File: src/rtl/hazard_ctrl_pkg.sv
// rtl/hazard_ctrl_pkg.sv - shared encodings and helpers for the hazard controller
package hazard_ctrl_pkg;

  typedef enum logic [1:0] {
    FWD_RF = 2'b00,
    FWD_W  = 2'b01,
    FWD_M  = 2'b10
  } fwd_sel_e;

  typedef enum logic [1:0] {
    MD_IDLE = 2'b00,
    MD_BUSY = 2'b01,
    MD_DONE = 2'b10
  } md_state_e;

  // MEM result is younger than WB, so it wins when both match
  function automatic fwd_sel_e fwd_ex_sel(
    input logic [4:0] src,
    input logic       reg_write_m,
    input logic [4:0] write_reg_m,
    input logic       reg_write_w,
    input logic [4:0] write_reg_w
  );
    fwd_sel_e sel;
    sel = FWD_RF;
    if (src != 5'd0 && reg_write_m && src == write_reg_m) begin
      sel = FWD_M;
    end else if (src != 5'd0 && reg_write_w && src == write_reg_w) begin
      sel = FWD_W;
    end
    return sel;
  endfunction

endpackage

File: src/rtl/hazard_ctrl_if.sv
// rtl/hazard_ctrl_if.sv - pipeline-side signal bundle of the hazard controller
interface hazard_ctrl_if;
  logic [4:0]  RsD;
  logic [4:0]  RtD;
  logic [4:0]  RsE;
  logic [4:0]  RtE;
  logic [4:0]  WriteRegE;
  logic [4:0]  WriteRegM;
  logic [4:0]  WriteRegW;
  logic        RegWriteE;
  logic        RegWriteM;
  logic        RegWriteW;
  logic        MemtoRegE;
  logic        MemtoRegM;
  logic        BranchD;
  logic        MulDivStartE;
  logic        MulDivOpE;
  logic [1:0]  ForwardAE;
  logic [1:0]  ForwardBE;
  logic        ForwardAD;
  logic        ForwardBD;
  logic        StallF;
  logic        StallD;
  logic        StallE;
  logic        FlushE;
  logic        FlushM;
  logic        MulDivBusy;
  logic        MulDivDone;
  logic [15:0] StallCount;

  modport master (
    output RsD, RtD, RsE, RtE, WriteRegE, WriteRegM, WriteRegW,
    output RegWriteE, RegWriteM, RegWriteW, MemtoRegE, MemtoRegM, BranchD,
    output MulDivStartE, MulDivOpE,
    input  ForwardAE, ForwardBE, ForwardAD, ForwardBD,
    input  StallF, StallD, StallE, FlushE, FlushM,
    input  MulDivBusy, MulDivDone, StallCount
  );

  modport slave (
    input  RsD, RtD, RsE, RtE, WriteRegE, WriteRegM, WriteRegW,
    input  RegWriteE, RegWriteM, RegWriteW, MemtoRegE, MemtoRegM, BranchD,
    input  MulDivStartE, MulDivOpE,
    output ForwardAE, ForwardBE, ForwardAD, ForwardBD,
    output StallF, StallD, StallE, FlushE, FlushM,
    output MulDivBusy, MulDivDone, StallCount
  );
endinterface

File: src/rtl/hazard_ctrl_muldiv_seq.sv
// rtl/hazard_ctrl_muldiv_seq.sv - multi-cycle EX occupancy sequencer
module muldiv_seq
  import hazard_ctrl_pkg::*;
#(
  parameter int MUL_CYCLES = 4,
  parameter int DIV_CYCLES = 32
) (
  input  logic clk,
  input  logic reset,
  input  logic i_start,
  input  logic i_op,
  output logic o_mdstall,
  output logic o_busy,
  output logic o_done
);

  // Counter holds the BUSY cycles still to run, so an op spends N-2 cycles in
  // BUSY after its IDLE start cycle and completes in DONE at cycle N-1.
  localparam logic [5:0] MUL_LOAD = 6'(MUL_CYCLES - 2);
  localparam logic [5:0] DIV_LOAD = 6'(DIV_CYCLES - 2);

  md_state_e  r_state;
  logic [5:0] r_cnt;
  logic       r_busy;
  logic       r_done;
  logic [5:0] w_load;

  assign w_load = i_op ? DIV_LOAD : MUL_LOAD;

  // State, counter and decoded status flags advance together
  always_ff @(posedge clk or posedge reset) begin
    if (reset) begin
      r_state <= MD_IDLE;
      r_cnt   <= 6'd0;
      r_busy  <= 1'b0;
      r_done  <= 1'b0;
    end else begin
      case (r_state)
        MD_IDLE: begin
          if (i_start) begin
            r_cnt  <= w_load;
            r_busy <= 1'b1;
            if (w_load == 6'd0) begin
              r_state <= MD_DONE;
              r_done  <= 1'b1;
            end else begin
              r_state <= MD_BUSY;
            end
          end
        end
        MD_BUSY: begin
          r_cnt <= r_cnt - 6'd1;
          if (r_cnt == 6'd1) begin
            r_state <= MD_DONE;
            r_done  <= 1'b1;
          end
        end
        MD_DONE: begin
          r_state <= MD_IDLE;
          r_busy  <= 1'b0;
          r_done  <= 1'b0;
        end
        default: begin
          r_state <= MD_IDLE;
          r_cnt   <= 6'd0;
          r_busy  <= 1'b0;
          r_done  <= 1'b0;
        end
      endcase
    end
  end

  // Start in IDLE stalls immediately; a held start in BUSY/DONE is ignored
  always_comb begin
    o_mdstall = (r_state == MD_BUSY) || (r_state == MD_IDLE && i_start);
  end

  assign o_busy = r_busy;
  assign o_done = r_done;

endmodule

File: src/rtl/hazard_ctrl.sv
// rtl/hazard_ctrl.sv - forwarding, stall and flush control for the 5-stage pipeline
module hazard_ctrl
  import hazard_ctrl_pkg::*;
#(
  parameter int MUL_CYCLES = 4,
  parameter int DIV_CYCLES = 32
) (
  input  logic         clk,
  input  logic         reset,
  hazard_ctrl_if.slave hz
);

  logic        w_lwstall;
  logic        w_branchstall;
  logic        w_mdstall;
  logic        w_stall_fd;
  logic        w_e_hit;
  logic        w_m_hit;
  logic [15:0] r_stall_cnt;

  muldiv_seq #(
    .MUL_CYCLES(MUL_CYCLES),
    .DIV_CYCLES(DIV_CYCLES)
  ) u_muldiv_seq (
    .clk      (clk),
    .reset    (reset),
    .i_start  (hz.MulDivStartE),
    .i_op     (hz.MulDivOpE),
    .o_mdstall(w_mdstall),
    .o_busy   (hz.MulDivBusy),
    .o_done   (hz.MulDivDone)
  );

  // Operand forwarding into EX and into the decode branch comparator
  always_comb begin
    hz.ForwardAE = fwd_ex_sel(hz.RsE, hz.RegWriteM, hz.WriteRegM, hz.RegWriteW, hz.WriteRegW);
    hz.ForwardBE = fwd_ex_sel(hz.RtE, hz.RegWriteM, hz.WriteRegM, hz.RegWriteW, hz.WriteRegW);
    hz.ForwardAD = (hz.RsD != 5'd0) && hz.RegWriteM && (hz.RsD == hz.WriteRegM);
    hz.ForwardBD = (hz.RtD != 5'd0) && hz.RegWriteM && (hz.RtD == hz.WriteRegM);
  end

  // Load-use and branch-operand hazards detected against D-stage sources
  always_comb begin
    w_lwstall = hz.MemtoRegE && (hz.WriteRegE != 5'd0) &&
                ((hz.RsD == hz.WriteRegE) || (hz.RtD == hz.WriteRegE));
    w_e_hit   = hz.RegWriteE && (hz.WriteRegE != 5'd0) &&
                ((hz.WriteRegE == hz.RsD) || (hz.WriteRegE == hz.RtD));
    w_m_hit   = hz.MemtoRegM && (hz.WriteRegM != 5'd0) &&
                ((hz.WriteRegM == hz.RsD) || (hz.WriteRegM == hz.RtD));
    w_branchstall = hz.BranchD && (w_e_hit || w_m_hit);
  end

  // EX hold for multi-cycle ops bubbles MEM; no E flush while EX is held
  always_comb begin
    w_stall_fd = w_lwstall || w_branchstall || w_mdstall;
    hz.StallF  = w_stall_fd;
    hz.StallD  = w_stall_fd;
    hz.StallE  = w_mdstall;
    hz.FlushM  = w_mdstall;
    hz.FlushE  = (w_lwstall || w_branchstall) && !w_mdstall;
  end

  // Saturating count of fetch-stall cycles
  always_ff @(posedge clk or posedge reset) begin
    if (reset) begin
      r_stall_cnt <= 16'd0;
    end else if (w_stall_fd && r_stall_cnt != 16'hFFFF) begin
      r_stall_cnt <= r_stall_cnt + 16'd1;
    end
  end

  assign hz.StallCount = r_stall_cnt;

endmodule

File: src/flat_wrapper.sv
// flat-port wrapper written by rule: the top's interface ports become plain ports
module hazard_ctrl_flat import hazard_ctrl_pkg::*;
#(
  parameter int MUL_CYCLES = 4,
  parameter int DIV_CYCLES = 32
)
  (clk, reset, hz_RsD, hz_RtD, hz_RsE, hz_RtE, hz_WriteRegE, hz_WriteRegM, hz_WriteRegW, hz_RegWriteE, hz_RegWriteM, hz_RegWriteW, hz_MemtoRegE, hz_MemtoRegM, hz_BranchD, hz_MulDivStartE, hz_MulDivOpE, hz_ForwardAE, hz_ForwardBE, hz_ForwardAD, hz_ForwardBD, hz_StallF, hz_StallD, hz_StallE, hz_FlushE, hz_FlushM, hz_MulDivBusy, hz_MulDivDone, hz_StallCount);
  hazard_ctrl_if hz_i ();
  input  logic clk;
  input  logic reset;
  input wire logic [$bits(hz_i.RsD)-1:0] hz_RsD;
  input wire logic [$bits(hz_i.RtD)-1:0] hz_RtD;
  input wire logic [$bits(hz_i.RsE)-1:0] hz_RsE;
  input wire logic [$bits(hz_i.RtE)-1:0] hz_RtE;
  input wire logic [$bits(hz_i.WriteRegE)-1:0] hz_WriteRegE;
  input wire logic [$bits(hz_i.WriteRegM)-1:0] hz_WriteRegM;
  input wire logic [$bits(hz_i.WriteRegW)-1:0] hz_WriteRegW;
  input wire logic [$bits(hz_i.RegWriteE)-1:0] hz_RegWriteE;
  input wire logic [$bits(hz_i.RegWriteM)-1:0] hz_RegWriteM;
  input wire logic [$bits(hz_i.RegWriteW)-1:0] hz_RegWriteW;
  input wire logic [$bits(hz_i.MemtoRegE)-1:0] hz_MemtoRegE;
  input wire logic [$bits(hz_i.MemtoRegM)-1:0] hz_MemtoRegM;
  input wire logic [$bits(hz_i.BranchD)-1:0] hz_BranchD;
  input wire logic [$bits(hz_i.MulDivStartE)-1:0] hz_MulDivStartE;
  input wire logic [$bits(hz_i.MulDivOpE)-1:0] hz_MulDivOpE;
  output wire logic [$bits(hz_i.ForwardAE)-1:0] hz_ForwardAE;
  output wire logic [$bits(hz_i.ForwardBE)-1:0] hz_ForwardBE;
  output wire logic [$bits(hz_i.ForwardAD)-1:0] hz_ForwardAD;
  output wire logic [$bits(hz_i.ForwardBD)-1:0] hz_ForwardBD;
  output wire logic [$bits(hz_i.StallF)-1:0] hz_StallF;
  output wire logic [$bits(hz_i.StallD)-1:0] hz_StallD;
  output wire logic [$bits(hz_i.StallE)-1:0] hz_StallE;
  output wire logic [$bits(hz_i.FlushE)-1:0] hz_FlushE;
  output wire logic [$bits(hz_i.FlushM)-1:0] hz_FlushM;
  output wire logic [$bits(hz_i.MulDivBusy)-1:0] hz_MulDivBusy;
  output wire logic [$bits(hz_i.MulDivDone)-1:0] hz_MulDivDone;
  output wire logic [$bits(hz_i.StallCount)-1:0] hz_StallCount;
  assign hz_i.RsD = hz_RsD;
  assign hz_i.RtD = hz_RtD;
  assign hz_i.RsE = hz_RsE;
  assign hz_i.RtE = hz_RtE;
  assign hz_i.WriteRegE = hz_WriteRegE;
  assign hz_i.WriteRegM = hz_WriteRegM;
  assign hz_i.WriteRegW = hz_WriteRegW;
  assign hz_i.RegWriteE = hz_RegWriteE;
  assign hz_i.RegWriteM = hz_RegWriteM;
  assign hz_i.RegWriteW = hz_RegWriteW;
  assign hz_i.MemtoRegE = hz_MemtoRegE;
  assign hz_i.MemtoRegM = hz_MemtoRegM;
  assign hz_i.BranchD = hz_BranchD;
  assign hz_i.MulDivStartE = hz_MulDivStartE;
  assign hz_i.MulDivOpE = hz_MulDivOpE;
  assign hz_ForwardAE = hz_i.ForwardAE;
  assign hz_ForwardBE = hz_i.ForwardBE;
  assign hz_ForwardAD = hz_i.ForwardAD;
  assign hz_ForwardBD = hz_i.ForwardBD;
  assign hz_StallF = hz_i.StallF;
  assign hz_StallD = hz_i.StallD;
  assign hz_StallE = hz_i.StallE;
  assign hz_FlushE = hz_i.FlushE;
  assign hz_FlushM = hz_i.FlushM;
  assign hz_MulDivBusy = hz_i.MulDivBusy;
  assign hz_MulDivDone = hz_i.MulDivDone;
  assign hz_StallCount = hz_i.StallCount;
  hazard_ctrl #(.MUL_CYCLES(MUL_CYCLES), .DIV_CYCLES(DIV_CYCLES)) u_core (.clk(clk), .reset(reset), .hz(hz_i));
endmodule
File: config.mk
export PLATFORM = sky130hd
export DESIGN_NAME = hazard_ctrl_flat
export DESIGN_NICKNAME = d
export VERILOG_FILES = /design/src/rtl/hazard_ctrl_pkg.sv /design/src/rtl/hazard_ctrl_if.sv /design/src/rtl/hazard_ctrl_muldiv_seq.sv /design/src/rtl/hazard_ctrl.sv /design/src/flat_wrapper.sv
export SDC_FILE = /design/constraint.sdc
export NUM_CORES = 1
export LEC_CHECK = 0
export BUFFER_PORTS_ARGS = -buffer_cell sky130_fd_sc_hd__clkbuf_2
export CAP_MARGIN = 5
export CELL_PAD_IN_SITES_DETAIL_PLACEMENT = 0
export CELL_PAD_IN_SITES_GLOBAL_PLACEMENT = 1
export CORE_ASPECT_RATIO = 0.5
export CORE_MARGIN = 2
export CORE_UTILIZATION = 40
export CTS_BUF_LIST = sky130_fd_sc_hd__clkbuf_4 sky130_fd_sc_hd__clkbuf_8
export CTS_CLUSTER_SIZE = 16
export DETAILED_ROUTE_END_ITERATION = 6
export GPL_TIMING_DRIVEN = 0
export PLACE_DENSITY = 0.92
export SYNTH_ARGS = -nofsm -noshare
export SYNTH_HDL_FRONTEND = slang
export SYNTH_HIERARCHICAL = 1
export SYNTH_SLANG_ARGS = --single-unit
File: constraint.sdc
create_clock -name clk -period 5 [get_ports clk]
set_input_delay 0.25 -clock clk [delete_from_list [all_inputs] [get_ports clk]]
set_output_delay 0.25 -clock clk [all_outputs]
set_load 0.01 [all_outputs]
==> results.txt <==
Syn nets: 261
Vias: 1804
First-pass GRT wire length: 8000 µm
Synth top area share: 32.8%
Final setup vio count: 0
Switching power: 0.000370 W
Relative slew slack: 60.1%
Max_cap viols: 0
Worst path cell trace: buf_2 > nor2_1 > nor2_1 > or3b_1 > buf_6 > buf_8 > buf_4 > clkbuf_2
Clock tree from TritonCTS: done
Total global-route track usage: 18.2%
Post-cts sizing count: 0
Gr ovfl total: 0
Cells after synthesis: 213
Worst-path clk slew: 0.09 ns
Arrival @ worst endpoint: 2.12 ns
Dpl cells: 351
Drt total wl: 4770 µm
Vias in the first global route: 1773
Die W: 104 µm
Crit path top cell by count: nor2_1
Commonest cells after routing, fill and taps aside: clkbuf_2, xnor2_1, dfrtp_1
Syn. warnings: 6
Worst EP required: 4.75 ns
Clock Latency Late Sink: 0.27 ns
Final Non-Filler Cells: 356
RSZ-0062 raised after global routing: no
Post-Route Setup TNS: 0 ns
CTS Sinks: 26
Fmax: 422 MHz
Total CTS buffers: 3
VDD IR max: 0.153 mV
Die H: 53.8 µm
Crit path max fanout: 11
Worst r2r path cells: 8
Total Power: 0.000976 W
Initial antenna violation count: 0
CP max stage cell: dfrtp_1
Initial core utilization: 40.9%
Clk root buf: clkbuf_8
Number of diodes: 0
Net count, final: 335
Final hold slack: 0.307 ns
CP Launch Type: register
GP Congestion: 0.869
Largest cells by area after synthesis: dfrtp_1, xnor2_1, xor2_1
DRC viols: 0
Seq cells post-synth: 26
Synthesis-to-finish area growth: 25.7%
Drt first pass iters: 4
Tmin final: 2.37 ns
I/O pin count: 74
Sequential fraction of the synthesis area: 32.8%
DR iter-0 viols: 83
Sequential Power Share: 37.0%
Largest net degree at the start of global routing: 17
Num rows: 18
Die area: 5570 µm²
Logic gate share of total power: 45.1%
Critical path endpoint category: output port
Max-slew violations: 0
Final worst path period share: 47.4%
Final Hold Fails: 0
Status: complete, no violations
CP Depth: 8
Leak Pwr: 1.16 nW
Hold crit path type: in -> reg
Port-buffer cells: 68
H-tree Lvls: 1
Switch share: 37.9%
Worst Skew: 0.00315 ns
WL/cell: 13.4 µm
Most common cell after layout, fill and taps aside: clkbuf_2
Clock power frac: 17.9%
Synth area leader: dfrtp_1
Top delay family on crit path: buffers and inverters
Buf/Inv on CP: 5
P_int: 0.000607 W
Average cell area after synthesis: 9.30 µm²
Number of antenna-violating nets in the routed design: 0
Core area: 4840 µm²
Avg Vias per Cell: 5.07
Share of cells above drive strength 1: 32.5%
Cell variety after synth: 46
Pwr/cell area: 392 nW/µm²
Critical setup path kind: reg -> out
Worst-margin pin slew: 0.598 ns
Mapped Area: 1980 µm²
Max clock buf depth: 2
Critical Path Max Stage Delay: 0.42 ns
Worst hold path cell count: 3
Final HPWL DP: 3960 µm
-- repair_timing --
action / 4_1_cts / 5_1_grt
endpoints found under the hold margin: 10 / 0
hold buffers: 1 / 0
setup buffers: 0 / 0
setup endpoints to repair: 0 / 0
-- worst register-to-register path, delay by kind of cell (launching register included) --
kind                       cells  cell delay, ns
and+or+nand+nor                5            1.00
DFF                            1            0.44
buffers and inverters          1            0.29
adders and majority gates      1            0.25
xor gates and xnor gates       1            0.15
-- through the flow --
| stage | area [µm²] | setup WS, ns | utilization (%) |
|---|---|---|---|
| after global placement | 2410 | 2.69 | 49.8 |
| after CTS | 2490 | 2.62 | 51.4 |
| final | 2490 | 2.63 | 51.4 |
| after detailed placement | 2410 | 2.68 | 49.8 |
| after floorplan | 1980 | 2.89 | - |
| after global routing | 2490 | 2.50 | 51.4 |
-- cell families (layout without fill, tap and decap cells) --
group | count (synthesis) | after routing | synth area share [%]
AND/OR/NAND/NOR | 82 | 82 | 25.3
XOR/XNOR | 54 | 54 | 23.9
flip-flops | 26 | 26 | 32.8
AO/OA/AOI/OAI | 25 | 25 | 8.77
buffers and inverters | 20 | 93 | 5.68
adder cells (fa/ha/maj) | 3 | 3 | 1.89
multiplexers | 3 | 3 | 1.64
-- power by group through the flow --
stage	sequential (W)	combinational [W]	clock, W
floorplan	0.000368	0.000296	0
global placement	0.000360	0.000430	0
detailed placement	0.000364	0.000445	0
CTS	0.000361	0.000446	0.000181
global route	0.000374	0.000493	0.000193
finish	0.000361	0.000440	0.000175
-- layout make-up --
| class | count | area (µm²) |
|---|---|---|
| clock inverter | 1 | 30.0 |
| fill | 456 | 2350 |
| sequential | 26 | 651 |
| buffer | 12 | 82.6 |
| inverter | 8 | 30.0 |
| multi-input combinational | 167 | 1220 |
| clock buffer | 3 | 41.3 |
| tap | 70 | 87.6 |
| timing repair buffer | 69 | 350 |
-- state kept, by name, indices dropped and copies added, names as in the netlist --
register	flops
u_core/u_muldiv_seq/o_done	1
u_core/u_muldiv_seq/r_cnt	6
u_core/u_muldiv_seq/o_busy	1
u_core/u_muldiv_seq/r_state	2
u_core/hz.StallCount	16
-- layer usage --
layer,GRT usage (%),routed length (µm),vias up,share of wire [%]
met5,0,0,-,0
met4,4.05,27,0,0.57
met3,5.45,348,2,7.3
met2,37.9,2470,55,52
met1,18.9,1930,855,40
li1,-,-,892,-
-- synth_stat cells (all sizes together) --
cell type	count
inv	8
nand2	8
o21a	1
o21ai	5
nand2b	1
mux2	2
a32o	3
a21o	2
a31o	1
nor4	4
nor2	15
a31oi	3
nor3	8
and3	6
buf	8
and4b	2
o22ai	2
o211ai	1
ha	3
clkbuf	4
nand3	15
and2b	2
a21bo	1
mux2i	1
or3	1
and2	1
nor2b	1
dfrtp	26
nand4	9
nor3b	2
xnor2	39
or3b	1
xor2	15
or4	5
a21oi	5
a2111oi	1
and3b	1
-- path summary, 6_finish.rpt --
check                                                from                              to  slack, ns
hold / removal                            hz_MulDivStartE  u_core/u_muldiv_seq/r_state[0]       0.31
hold reg to reg                   u_core/hz.StallCount[9]         u_core/hz.StallCount[9]       0.50
setup / recovery           u_core/u_muldiv_seq/r_state[0]                       hz_StallF       2.63
max in group asynchronous                           reset        u_core/hz.StallCount[15]       4.03
min in group asynchronous                           reset  u_core/u_muldiv_seq/r_state[1]       0.48
setup reg to reg                  u_core/hz.StallCount[0]        u_core/hz.StallCount[13]       2.77
(Power assumes the default switching activity.)
